`src/rtl/mag_pkg.sv`:
```
// Shared definitions for the magnitude sort sequencer.
//   - MAG_W           : width of every data word
//   - ST_LOAD/SORT/DRAIN : FSM state encodings
//   - CMP_GT/EQ/LT    : bit positions in the comparator result vector
package mag_pkg;
    localparam int MAG_W = 4;

    localparam logic [1:0] ST_LOAD  = 2'd0;
    localparam logic [1:0] ST_SORT  = 2'd1;
    localparam logic [1:0] ST_DRAIN = 2'd2;

    localparam int CMP_GT = 2;
    localparam int CMP_EQ = 1;
    localparam int CMP_LT = 0;

    typedef enum logic [1:0] {
        S_LOAD  = ST_LOAD,
        S_SORT  = ST_SORT,
        S_DRAIN = ST_DRAIN
    } state_t;
endpackage

```
`src/rtl/mag4com.sv`:
```
// 4-bit unsigned magnitude comparator.
//   a, b : operands
//   o    : {a>b, a==b, a<b}, one-hot
module mag4com
    import mag_pkg::*;
(
    input  logic [MAG_W-1:0] a,
    input  logic [MAG_W-1:0] b,
    output logic [2:0]       o
);
    assign o[CMP_GT] = (a > b);
    assign o[CMP_EQ] = (a == b);
    assign o[CMP_LT] = (a < b);
endmodule

```
`src/rtl/mag_sort_ctrl.sv`:
```
// Load / sort / drain sequencer around one shared mag4com comparator.
// Collects DEPTH words, bubble-sorts them in place (one compare per cycle),
// then streams them out in order.
//
// Handshakes: a transfer happens on a rising clk edge where valid and ready
// are both high. The source holds data stable while valid is high and ready
// is low; ready never depends on valid.
//
// Ports:
//   clk, rst              clock, asynchronous active-high reset
//   in_valid/in_ready/in_data        load stream (accepted only in LOAD)
//   out_valid/out_ready/out_data/out_last  sorted stream (only in DRAIN)
//   busy                  high while sorting or draining
//   swap_cnt              swaps made by the last sort (saturating)
module mag_sort_ctrl
    import mag_pkg::*;
#(
    parameter int DEPTH   = 8,
    parameter bit DESCEND = 1'b0
) (
    input  logic             clk,
    input  logic             rst,
    input  logic             in_valid,
    output logic             in_ready,
    input  logic [MAG_W-1:0] in_data,
    output logic             out_valid,
    input  logic             out_ready,
    output logic [MAG_W-1:0] out_data,
    output logic             out_last,
    output logic             busy,
    output logic [7:0]       swap_cnt
);
    localparam int PW = $clog2(DEPTH);
    localparam logic [PW-1:0] ONE      = PW'(1);
    localparam logic [PW-1:0] LAST_IDX = PW'(DEPTH - 1);
    localparam logic [PW-1:0] LAST_CMP = PW'(DEPTH - 2);

    state_t           state;
    logic [MAG_W-1:0] mem [DEPTH];
    logic [PW-1:0]    wr_ptr;
    logic [PW-1:0]    rd_ptr;
    logic [PW-1:0]    cmp_idx;
    logic [PW-1:0]    pass_idx;
    logic             pass_swapped;

    logic [PW-1:0]    nxt_idx;
    logic [MAG_W-1:0] cmp_a;
    logic [MAG_W-1:0] cmp_b;
    logic [2:0]       cmp_o;
    logic             do_swap;

    assign nxt_idx = cmp_idx + ONE;
    assign cmp_a   = mem[cmp_idx];
    assign cmp_b   = mem[nxt_idx];

    mag4com u_cmp (
        .a (cmp_a),
        .b (cmp_b),
        .o (cmp_o)
    );

    // Strict inequality only: equal neighbours stay put, keeping the sort stable.
    assign do_swap = DESCEND ? cmp_o[CMP_LT] : cmp_o[CMP_GT];

    assign in_ready  = (state == S_LOAD) && !rst;
    assign out_valid = (state == S_DRAIN);
    assign out_data  = mem[rd_ptr];
    assign out_last  = out_valid && (rd_ptr == LAST_IDX);
    assign busy      = (state != S_LOAD);

    always_ff @(posedge clk or posedge rst) begin
        if (rst) begin
            state        <= S_LOAD;
            for (int k = 0; k < DEPTH; k++) mem[k] <= '0;
            wr_ptr       <= '0;
            rd_ptr       <= '0;
            cmp_idx      <= '0;
            pass_idx     <= '0;
            pass_swapped <= 1'b0;
            swap_cnt     <= 8'd0;
        end else begin
            case (state)
                S_LOAD: begin
                    if (in_valid) begin
                        mem[wr_ptr] <= in_data;
                        if (wr_ptr == LAST_IDX) begin
                            wr_ptr       <= '0;
                            cmp_idx      <= '0;
                            pass_idx     <= '0;
                            pass_swapped <= 1'b0;
                            swap_cnt     <= 8'd0;
                            state        <= S_SORT;
                        end else begin
                            wr_ptr <= wr_ptr + ONE;
                        end
                    end
                end
                S_SORT: begin
                    if (do_swap) begin
                        mem[cmp_idx] <= cmp_b;
                        mem[nxt_idx] <= cmp_a;
                        if (swap_cnt != 8'hFF) swap_cnt <= swap_cnt + 8'd1;
                    end
                    if (cmp_idx == LAST_CMP) begin
                        // End of a pass: a clean pass (this compare included)
                        // or the final possible pass means the buffer is sorted.
                        if (!(pass_swapped || do_swap) || (pass_idx == LAST_CMP)) begin
                            rd_ptr <= '0;
                            state  <= S_DRAIN;
                        end else begin
                            cmp_idx      <= '0;
                            pass_idx     <= pass_idx + ONE;
                            pass_swapped <= 1'b0;
                        end
                    end else begin
                        cmp_idx      <= nxt_idx;
                        pass_swapped <= pass_swapped || do_swap;
                    end
                end
                S_DRAIN: begin
                    if (out_ready) begin
                        if (rd_ptr == LAST_IDX) begin
                            rd_ptr <= '0;
                            wr_ptr <= '0;
                            state  <= S_LOAD;
                        end else begin
                            rd_ptr <= rd_ptr + ONE;
                        end
                    end
                end
                default: state <= S_LOAD;
            endcase
        end
    end
endmodule

```
`config.mk`:
```
export PLATFORM = sky130hd
export DESIGN_NAME = mag_sort_ctrl
export DESIGN_NICKNAME = d
export VERILOG_FILES = /design/src/rtl/mag_pkg.sv /design/src/rtl/mag4com.sv /design/src/rtl/mag_sort_ctrl.sv
export SDC_FILE = /design/constraint.sdc
export NUM_CORES = 1
export LEC_CHECK = 0
export BUFFER_PORTS_ARGS = -buffer_cell sky130_fd_sc_hd__buf_2
export CORE_MARGIN = 3
export CORE_UTILIZATION = 52
export CTS_BUF_LIST = sky130_fd_sc_hd__clkbuf_16
export CTS_CLUSTER_SIZE = 14
export DETAILED_ROUTE_END_ITERATION = 12
export PLACE_DENSITY_LB_ADDON = 0.05
export SYNTH_ARGS = -nofsm -noshare
export SYNTH_HDL_FRONTEND = slang
export SYNTH_SLANG_ARGS = --single-unit
```
`constraint.sdc`:
```
create_clock -name clk -period 9.6 [get_ports clk]
set_input_delay 0.96 -clock clk [delete_from_list [all_inputs] [get_ports clk]]
set_output_delay 0.96 -clock clk [all_outputs]
set_load 0.005 [all_outputs]
```
* Word-level counts from Yosys, hierarchy flattened
Index checks and enable logic that the tools add are counted.
** Storage, ports and cells
- Word-level logic and storage cells :: 126
- Output and inout bits :: 16
- Flip-flop bits (word level) :: 55
** Cells by class
- Reductions and logical operators :: 21
- Eq/ne operators :: 17
- Order comparisons :: 8
- Bitwise gates (word level) :: 4
- Multiplexer cells :: 56
- $add $sub $neg :: 5
** Operators by type and width (number)
- 32-bit bitwise mux :: 3
- 32-bit two-way mux :: 2
- 32-bit one-hot mux with 2 select lines :: 1
- 3-bit two-way mux :: 14
- 4-bit binary-select mux with 3-bit select :: 3
- 4-bit demux with 3-bit select :: 3
- 4-bit two-way mux :: 9
- 8-bit two-way mux :: 4
- 3-bit one-hot mux with 2 select lines :: 4
- 4-bit greater-or-equal comparator (second input constant) :: 4
- 3-bit NOT with 4-bit output :: 4
- 8-bit one-hot mux with 2 select lines :: 1
- 3-bit by 1-bit adder with 3-bit output (second input constant) :: 4
- 3-bit == test (second input constant) :: 4
- 4-bit by 1-bit < comparator with 1-bit output (second input constant) :: 3
- 2-bit two-way mux :: 6
- 2-bit inequality test (second input constant) :: 6
- 4-bit AND reduction :: 3
- 5-bit AND reduction :: 2
- 8-bit by 1-bit adder with 8-bit output (second input constant) :: 1
- 8-bit inequality test (second input constant) :: 1
- 2-bit nonzero test :: 4
- 2-bit by 1-bit inequality test with 1-bit output (second input constant) :: 3
- 2-bit one-hot mux with 3 select lines :: 1
- 12 further kinds :: 21

* Logic depth before layout (Yosys ltp)
Gate-level depths: netlist of run 1.
- Word-level depth :: 12
- Mapped depth :: 20
- Depth with buffers taken out :: 13

* By module
From an unflattened synthesis of run 1, not the netlist that was laid out.
** Second synthesis, totals
- Cells, all modules :: 485
- Area, all modules :: 4349.2 um^2
** Modules (own cells, without submodules)
- mag_sort_ctrl :: seq. area each 1376.3 um^2, times used 1, cells each 469, area an instance 4220.3 um^2
- mag4com :: seq. area each 0.0 um^2, times used 1, cells each 16, area an instance 128.9 um^2

* Least setup slack after synthesis of run 1
Ideal clock, no wire load.
- Path kind :: register to register
- From :: reg cmp_idx[0]
- To :: reg mem[0] in the netlist's numbering
- Stages on the path, launching flop included :: 20
- Arrival :: 3.883 ns
- Setup slack :: 5.592 ns
- Path buffers :: 6
- Period minus slack after synthesis :: 4.008 ns
- Cells stage by stage :: dfrtp_1 > buf_4 > inv_2 > buf_2 > buf_2 > ha_1 > clkbuf_1 > buf_4 > mux2i_1 > nand3_1 > and4_1 > clkbuf_1 > inv_1 > ha_1 > nor2b_1 > o211ai_1 > a21oi_1 > a31oi_1 > a311oi_2 > mux2_2
** Between the ends
- Cells in the longest elaborated chain, start to end :: 9
- Elaborated cells between the ends (all ways) :: 26
- Classes of those cells :: 1 x add/sub; 5 x order compare; 1 x eq/ne; 14 x mux; 2 x bitwise; 3 x reduce/logical
** RTL lines
- start, declared :: line mag_sort_ctrl.sv:42 : logic [PW-1:0] cmp_idx;
- start signal, assigned :: line mag_sort_ctrl.sv:116 : cmp_idx <= nxt_idx;
- branches (longest 9 deep; another with 4-bit > comparator)
- end signal, assigned by index :: line mag_sort_ctrl.sv:85 : mem[wr_ptr] <= in_data;
- end signal, assigned by index :: line mag_sort_ctrl.sv:100 : mem[cmp_idx] <= cmp_b;
- end signal, assigned by index :: line mag_sort_ctrl.sv:101 : mem[nxt_idx] <= cmp_a;
- end, declared :: line mag_sort_ctrl.sv:39 : logic [MAG_W-1:0] mem [DEPTH];
Parallel ways; which one is timed is not known. The select of a mux whose other input is x is not followed.
A chain may end at the register's enable or synchronous reset.

* Final worst setup path of run 1
- From :: reg cmp_idx[0]
- To :: reg mem[2] in the netlist's numbering
The elaborated chain is that of the path after synthesis.

==> results.yml, run 1 <==
global_routing:
  grt_max_degree: 56
  grt_pass1_vias: 3659
  antenna_found_initial: 0
  gr-total-overflow: 0
  grt.total_usage: 0.273
  grt_pass1_wl_um: 20800
synthesis:
  netlist_area_um2: 4390
  ys_ff_latch: 55
  netlist_instances: 468
  yosys-top-cells-area: "dfrtp_1 (31%), mux2_2 (12%), mux4_2 (5.6%), nand2_1 (5.0%), ha_1 (3.7%)"
  postSynthAreaPerCell_um2: 9.38
  synth_nets: 489
  ys_async_sr_fraction: 1.00
  yosysSeqAreaShare: 0.313
  yosysTopAreaCell: "dfrtp_1"
  synth_ff_type: "dfrtp_1"
  yosysTopAreaCellShare: 0.313
  synth_edf_count: 0
  synth.distinct_cells: 66
  synth_warnings: 0
worst_setup_path:
  ff2ff_path_depth: 14
  slowest_delay_ns: 1.05
  crit_slowest_cell: "ha_1"
  cp_data_required_time_ns: 9.78
  cp_cell_sequence: "buf_4 -> inv_2 -> ha_1 -> mux2i_1 -> nand3_1 -> and4_1 -> inv_1 -> ha_1 -> nor2b_1 -> o211ai_1 -> a21oi_1 -> a31oi_1 -> a311oi_2 -> mux2_2"
  critical_path_class: "register to register"
  critPathArrivalTime_ns: 5.15
  crit_path_start_kind: "register"
  cp_common_cell: "ha_1"
  crit_fanout: 36
  cp-end-kind: "register"
pwr:
  max-vdd-ir-drop_uv: 101
  p_int_w: 0.000562
  power_switching_share: 0.458
  p_clk_frac: 0.175
  power_density_nw_per_um2: 223
  p_switching_w: 0.000474
  power_frac_comb: 0.445
  p_leak_nw: 1.92
  p_seq_frac: 0.379
  total_power_w: 0.00104
clocking:
  cts_setup_buffers: 0
  root_buffer: "clkbuf_16"
  ctsHtreeMaxLevel: 2
  cts_sinks: 55
  cts_tree: "yes"
  clk_pin_slew_ns: 0.07
  cts_buffer_depth: 2
  cts_made_buffers: 5
  hold_buffers: 0
  cts_resized: 0
  insertion_delay_ns: 0.30
sta:
  fmax_mhz: 201
  max_slew_margin: 0.320
  rsz0062_at_grt: "false"
  fin_crit_ns: 4.97
  finalHoldViolCount: 0
  setup_viol_count_final: 0
  period_share: 0.518
  worstMarginPinSlew_ns: 1.02
  skew_ns: 0.00601
  setup_ws_ns: 4.63
  tns_ns: 0
  drv_slew: 0
route:
  firstDrtPassIters: 7
  wl_per_cell_um: 23.2
  routed_wl_um: 13300
  drt-initial-drc-count: 671
  vias: 3957
  ant_nets: 0
  drc: 0
  via_per_inst: 6.89
place:
  io_buffers: 23
  gp_congestion: 1.00
  post-dp-hpwl_um: 9640
  post-place-ws_ns: 4.71
cells_and_area:
  fill_cells: 723
  syn_to_final_growth_pct: 5.78
  num_antenna_cells: 0
  multi_input_area_um2: 2790
  drive_above_1_share: 0.214
  seq_area_um2: 1380
  nets: 492
min_path:
  whs_path_depth: 1
  min_path_type: "register to register"
status:
  outcome: "finished clean"
floorplan:
  pin_count: 24
  die_y_um: 97.9
  rows: 32
  coreArea_um2: 7970
  die-area_um2: 9580
  die_w_um: 97.9
  start_util: 0.551
flow_run:
  maxCapViolations: 0
## final cells by class
cell class,instances,share of cell area
timing repair buffer,26,0.0296
clock inverter,3,0.00350
multi-input combinational,364,0.601
inverter,19,0.0154
tap,102,0.0275
clock buffer,5,0.0269
sequential,55,0.296
## cell usage after synthesis, drive strengths merged (3+ instances only)
cell type / instances
a2111oi: 4
a211oi: 4
a21o: 3
a21oi: 16
a22oi: 10
a311o: 3
a31oi: 3
a32o: 4
a32oi: 15
and2: 3
and3b: 3
buf: 19
clkbuf: 11
dfrtp: 55
ha: 13
inv: 19
mux2: 46
mux2i: 11
mux4: 12
nand2: 58
nand2b: 7
nand3: 20
nand4: 3
nor2: 28
nor2b: 11
nor3: 10
o211ai: 5
o21ai: 22
o221ai: 8
o31ai: 6
xnor2: 7
## logic make-up after synthesis
group	after synthesis	share of synthesized area
compound gates	120	0.206
xor+xnor	8	0.0194
fa+ha+maj	13	0.0370
buf+inv	49	0.0510
flops	55	0.313
mux	69	0.207
simple gates	154	0.166
## flip-flops by register name, summed over array words and instances (netlist names)
register      flops
pass_idx          3
cmp_idx           3
pass_swapped      1
wr_ptr            3
swap_cnt          8
rd_ptr            3
state             2
mem              32
## metal layers
metal	vias up	global-route usage	part of all wire
met1	1902	0.389	0.43
met3	50	0.0793	0.11
li1	1778	-	-
met2	227	0.413	0.44
met4	0	0.0596	0.026
met5	-	0	0
## cells in the final DEF, fill, tap and decap left out, types with 4 or more instances in the layout
master,synthesis,routed
nor3_1,10,10
o21ai_1,4,4
a21oi_1,15,15
a32oi_1,15,15
mux2i_1,10,10
nand2b_1,7,7
nand2_1,58,58
o31ai_1,6,6
ha_1,13,13
a22oi_1,10,10
nor2_1,28,28
xnor2_1,6,6
o211ai_1,5,5
nand3_1,20,20
buf_2,10,23
nor2b_1,11,11
a2111oi_0,4,4
o221ai_1,7,7
dfrtp_1,55,55
mux2_2,45,45
o21ai_0,17,17
inv_1,18,18
a32o_1,4,4
mux4_2,11,11
clkbuf_16,0,5
## through the flow
step / instance area [um2] / std cells / hold slack, ns / utilization
floorplan: 4390 / 468 / 0.472 / -
global placement: 4500 / 566 / 0.489 / 0.565
detailed placement: 4500 / 566 / 0.509 / 0.565
CTS: 4650 / 574 / 0.527 / 0.583
global route: 4650 / 574 / 0.551 / 0.583
finish: 4650 / 574 / 0.528 / 0.583
## power groups by stage
stage               combinational [W]  clock, W  sequential [W]
finish                       0.000461  0.000182        0.000393
global route                 0.000497  0.000195        0.000400
CTS                          0.000452  0.000185        0.000389
detailed placement           0.000448         0        0.000394
global placement             0.000445         0        0.000393
floorplan                    0.000409         0        0.000303
## path summary, 6_finish.rpt
| kind | endpoint | start | slack (ns) |
|---|---|---|---|
| worst max-delay path | mem[2]$_DFFE_PP0P_ | cmp_idx[0]$_DFFE_PP0P_ | 4.63 |
| worst min-delay path | pass_idx[0]$_DFFE_PP0P_ | pass_idx[0]$_DFFE_PP0P_ | 0.53 |
| min in group asynchronous | mem[8]$_DFFE_PP0P_ | rst | 0.87 |
| max in group asynchronous | mem[25]$_DFFE_PP0P_ | rst | 8.24 |
| worst min register to register | pass_idx[0]$_DFFE_PP0P_ | pass_idx[0]$_DFFE_PP0P_ | 0.53 |
| worst max register to register | mem[2]$_DFFE_PP0P_ | cmp_idx[0]$_DFFE_PP0P_ | 4.63 |
## critical path, delay by kind of cell (launching register included)
kind | cells | cell delay [ns]
adder cells (fa/ha/maj) | 2 | 1.36
AO/OA/AOI/OAI | 4 | 1.16
buffers and inverters | 3 | 0.77
AND/OR/NAND/NOR | 3 | 0.64
multiplexers | 2 | 0.58
flip-flops | 1 | 0.33
(Power assumes the default switching activity.)
==> run 2: changes to the inputs <==
==> constraint.sdc (replaced) <==
create_clock -name clk -period 4.4 [get_ports clk]
set_input_delay 0.44 -clock clk [delete_from_list [all_inputs] [get_ports clk]]
set_output_delay 0.44 -clock clk [all_outputs]
set_load 0.005 [all_outputs]
==> results.yml, run 2 (same netlist as run 1, synthesis figures left out) <==
status:
  outcome: "finished clean"
clocking:
  cts_made_buffers: 5
  ctsHtreeMaxLevel: 2
  cts_setup_buffers: 0
  hold_buffers: 0
  insertion_delay_ns: 0.29
  cts_sinks: 55
  root_buffer: "clkbuf_16"
  cts_tree: "yes"
  cts_resized: 0
  clk_pin_slew_ns: 0.07
  cts_buffer_depth: 2
worst_setup_path:
  ff2ff_path_depth: 12
  r2r_end: "mem[19]$_DFFE_PP0P_"
  cp_cell_sequence: "xor2_2 -> buf_4 -> nand3_1 -> and4_1 -> inv_1 -> ha_1 -> nor2b_1 -> o211ai_1 -> a21oi_1 -> a31oi_1 -> a211oi_2 -> mux2_2"
  crit_slowest_cell: "dfrtp_1"
  cp-endpoint: "mem[19]$_DFFE_PP0P_"
  slowest_delay_ns: 0.85
  crit_fanout: 19
  r2r_setup_slack_ns: 0.37
  cp_data_required_time_ns: 4.57
  crit_start: "cmp_idx[2]$_DFFE_PP0P_"
  crit_buf_inv: 2
  cp-end-kind: "register"
  critical_path_class: "register to register"
  crit_path_start_kind: "register"
  cp_top_family: "compound AO/OA/AOI/OAI gates"
  path_depth: 12
  critPathArrivalTime_ns: 4.21
  r2r_start: "cmp_idx[2]$_DFFE_PP0P_"
pwr:
  max-vdd-ir-drop_uv: 233
  power_density_nw_per_um2: 502
  total_power_w: 0.00238
  p_leak_nw: 1.97
route:
  ant_nets: 0
  vias: 4066
  via_per_inst: 6.99
  routed_wl_um: 14100
  firstDrtPassIters: 5
  wl_per_cell_um: 24.2
  drt-initial-drc-count: 597
  drc: 0
flow_run:
  maxCapViolations: 0
sta:
  period_share: 0.916
  setup_ws_ns: 0.368
  rsz0062_at_grt: "false"
  finalHoldViolCount: 0
  max_slew_margin: 0.309
  worstMarginPinSlew_ns: 1.04
  fin_crit_ns: 4.03
  drv_slew: 0
  skew_ns: 0.00608
  setup_viol_count_final: 0
  tns_ns: 0
  fmax_mhz: 248
cells_and_area:
  fill_cells: 699
  regMostFlops: "mem"
  drive_above_1_share: 0.229
  layout_common_cells: "nand2_1 (58), dfrtp_1 (55), mux2_2 (45)"
  biggestRegsByFlops: "mem x32, swap_cnt x8"
  num_antenna_cells: 0
  syn_to_final_growth_pct: 8.03
  final_cells: 582
  seq_area_um2: 1380
  multi_input_area_um2: 2790
  layout_commonest_cell: "nand2_1"
  largest_reg_flops: 32
  nets: 500
place:
  gp_congestion: 1.08
  dp.cells: 574
  post-place-ws_ns: 0.512
  io_buffers: 23
  post-dp-hpwl_um: 10400
global_routing:
  grt.total_usage: 0.295
  grt_max_degree: 56
  gr-total-overflow: 0
  grt_pass1_wl_um: 22200
  grt_pass1_vias: 3814
  top_usage_layer: "met2"
  antenna_found_initial: 0
  met3_usage: 0.0493
  use_met2: 0.438
  use_met1: 0.436
floorplan:
  die_y_um: 97.9
  coreArea_um2: 7970
  pin_count: 24
  rows: 32
  die-area_um2: 9580
  die_w_um: 97.9
  start_util: 0.551
min_path:
  min_path_type: "input pin to async pin"
run 2: cell count changes in the layout (fill, tap and decap cells not counted), sizes merged:
cell / change
clkinv: -1
buf: +8
bufinv: +1
run 2: area by class of cell:
type,count,area share
clock inverters,3,0.00897
inverters,19,0.0150
multi-input cells,364,0.588
repair buffers,34,0.0443
flip-flops and latches,55,0.290
well taps,102,0.0269
clock buffers,5,0.0264
run 2: stage by stage:
stage | hold WS [ns] | util | instance area, um2
finish | 0.345 | 0.595 | 4740
global placement | 0.490 | 0.574 | 4580
global route | 0.424 | 0.595 | 4740
floorplan | 0.472 | - | 4390
detailed placement | 0.512 | 0.574 | 4580
CTS | 0.380 | 0.595 | 4740
run 2: worst min path at each step:
stage | startpoint | end | slack, ns | cells past startpoint
after floorplan | pass_idx[1]$_DFFE_PP0P_ | pass_idx[1]$_DFFE_PP0P_ | 0.47 | 2
after global placement | pass_idx[1]$_DFFE_PP0P_ | pass_idx[1]$_DFFE_PP0P_ | 0.49 | 2
after detailed placement | pass_idx[0]$_DFFE_PP0P_ | pass_idx[0]$_DFFE_PP0P_ | 0.51 | 1
after CTS | rst | swap_cnt[2]$_DFFE_PP0P_ | 0.38 | 3
after global routing | rst | swap_cnt[1]$_DFFE_PP0P_ | 0.42 | 3
final | rst | swap_cnt[2]$_DFFE_PP0P_ | 0.34 | 3
run 2: power by group:
part           total (W)  switching [W]  leakage (nW)  internal (W)
Combinational    0.00110       0.000639          1.15      0.000457
Clock           0.000460       0.000190        0.0818      0.000269
Sequential      0.000824       0.000232         0.737      0.000593
Total            0.00238        0.00106          1.97       0.00132
run 2: tightest hold or removal path, cell delays in order:
cell	delay, ns
buf_2	0.11
inv_2	0.03
buf_4	0.56
run 2: layer usage:
metal,routed length (um),share of wire,vias to the layer above
li1,-,-,1800
met1,5930,0.42,1959
met2,6130,0.44,253
met3,1480,0.11,54
met4,535,0.038,0
met5,0,0,-
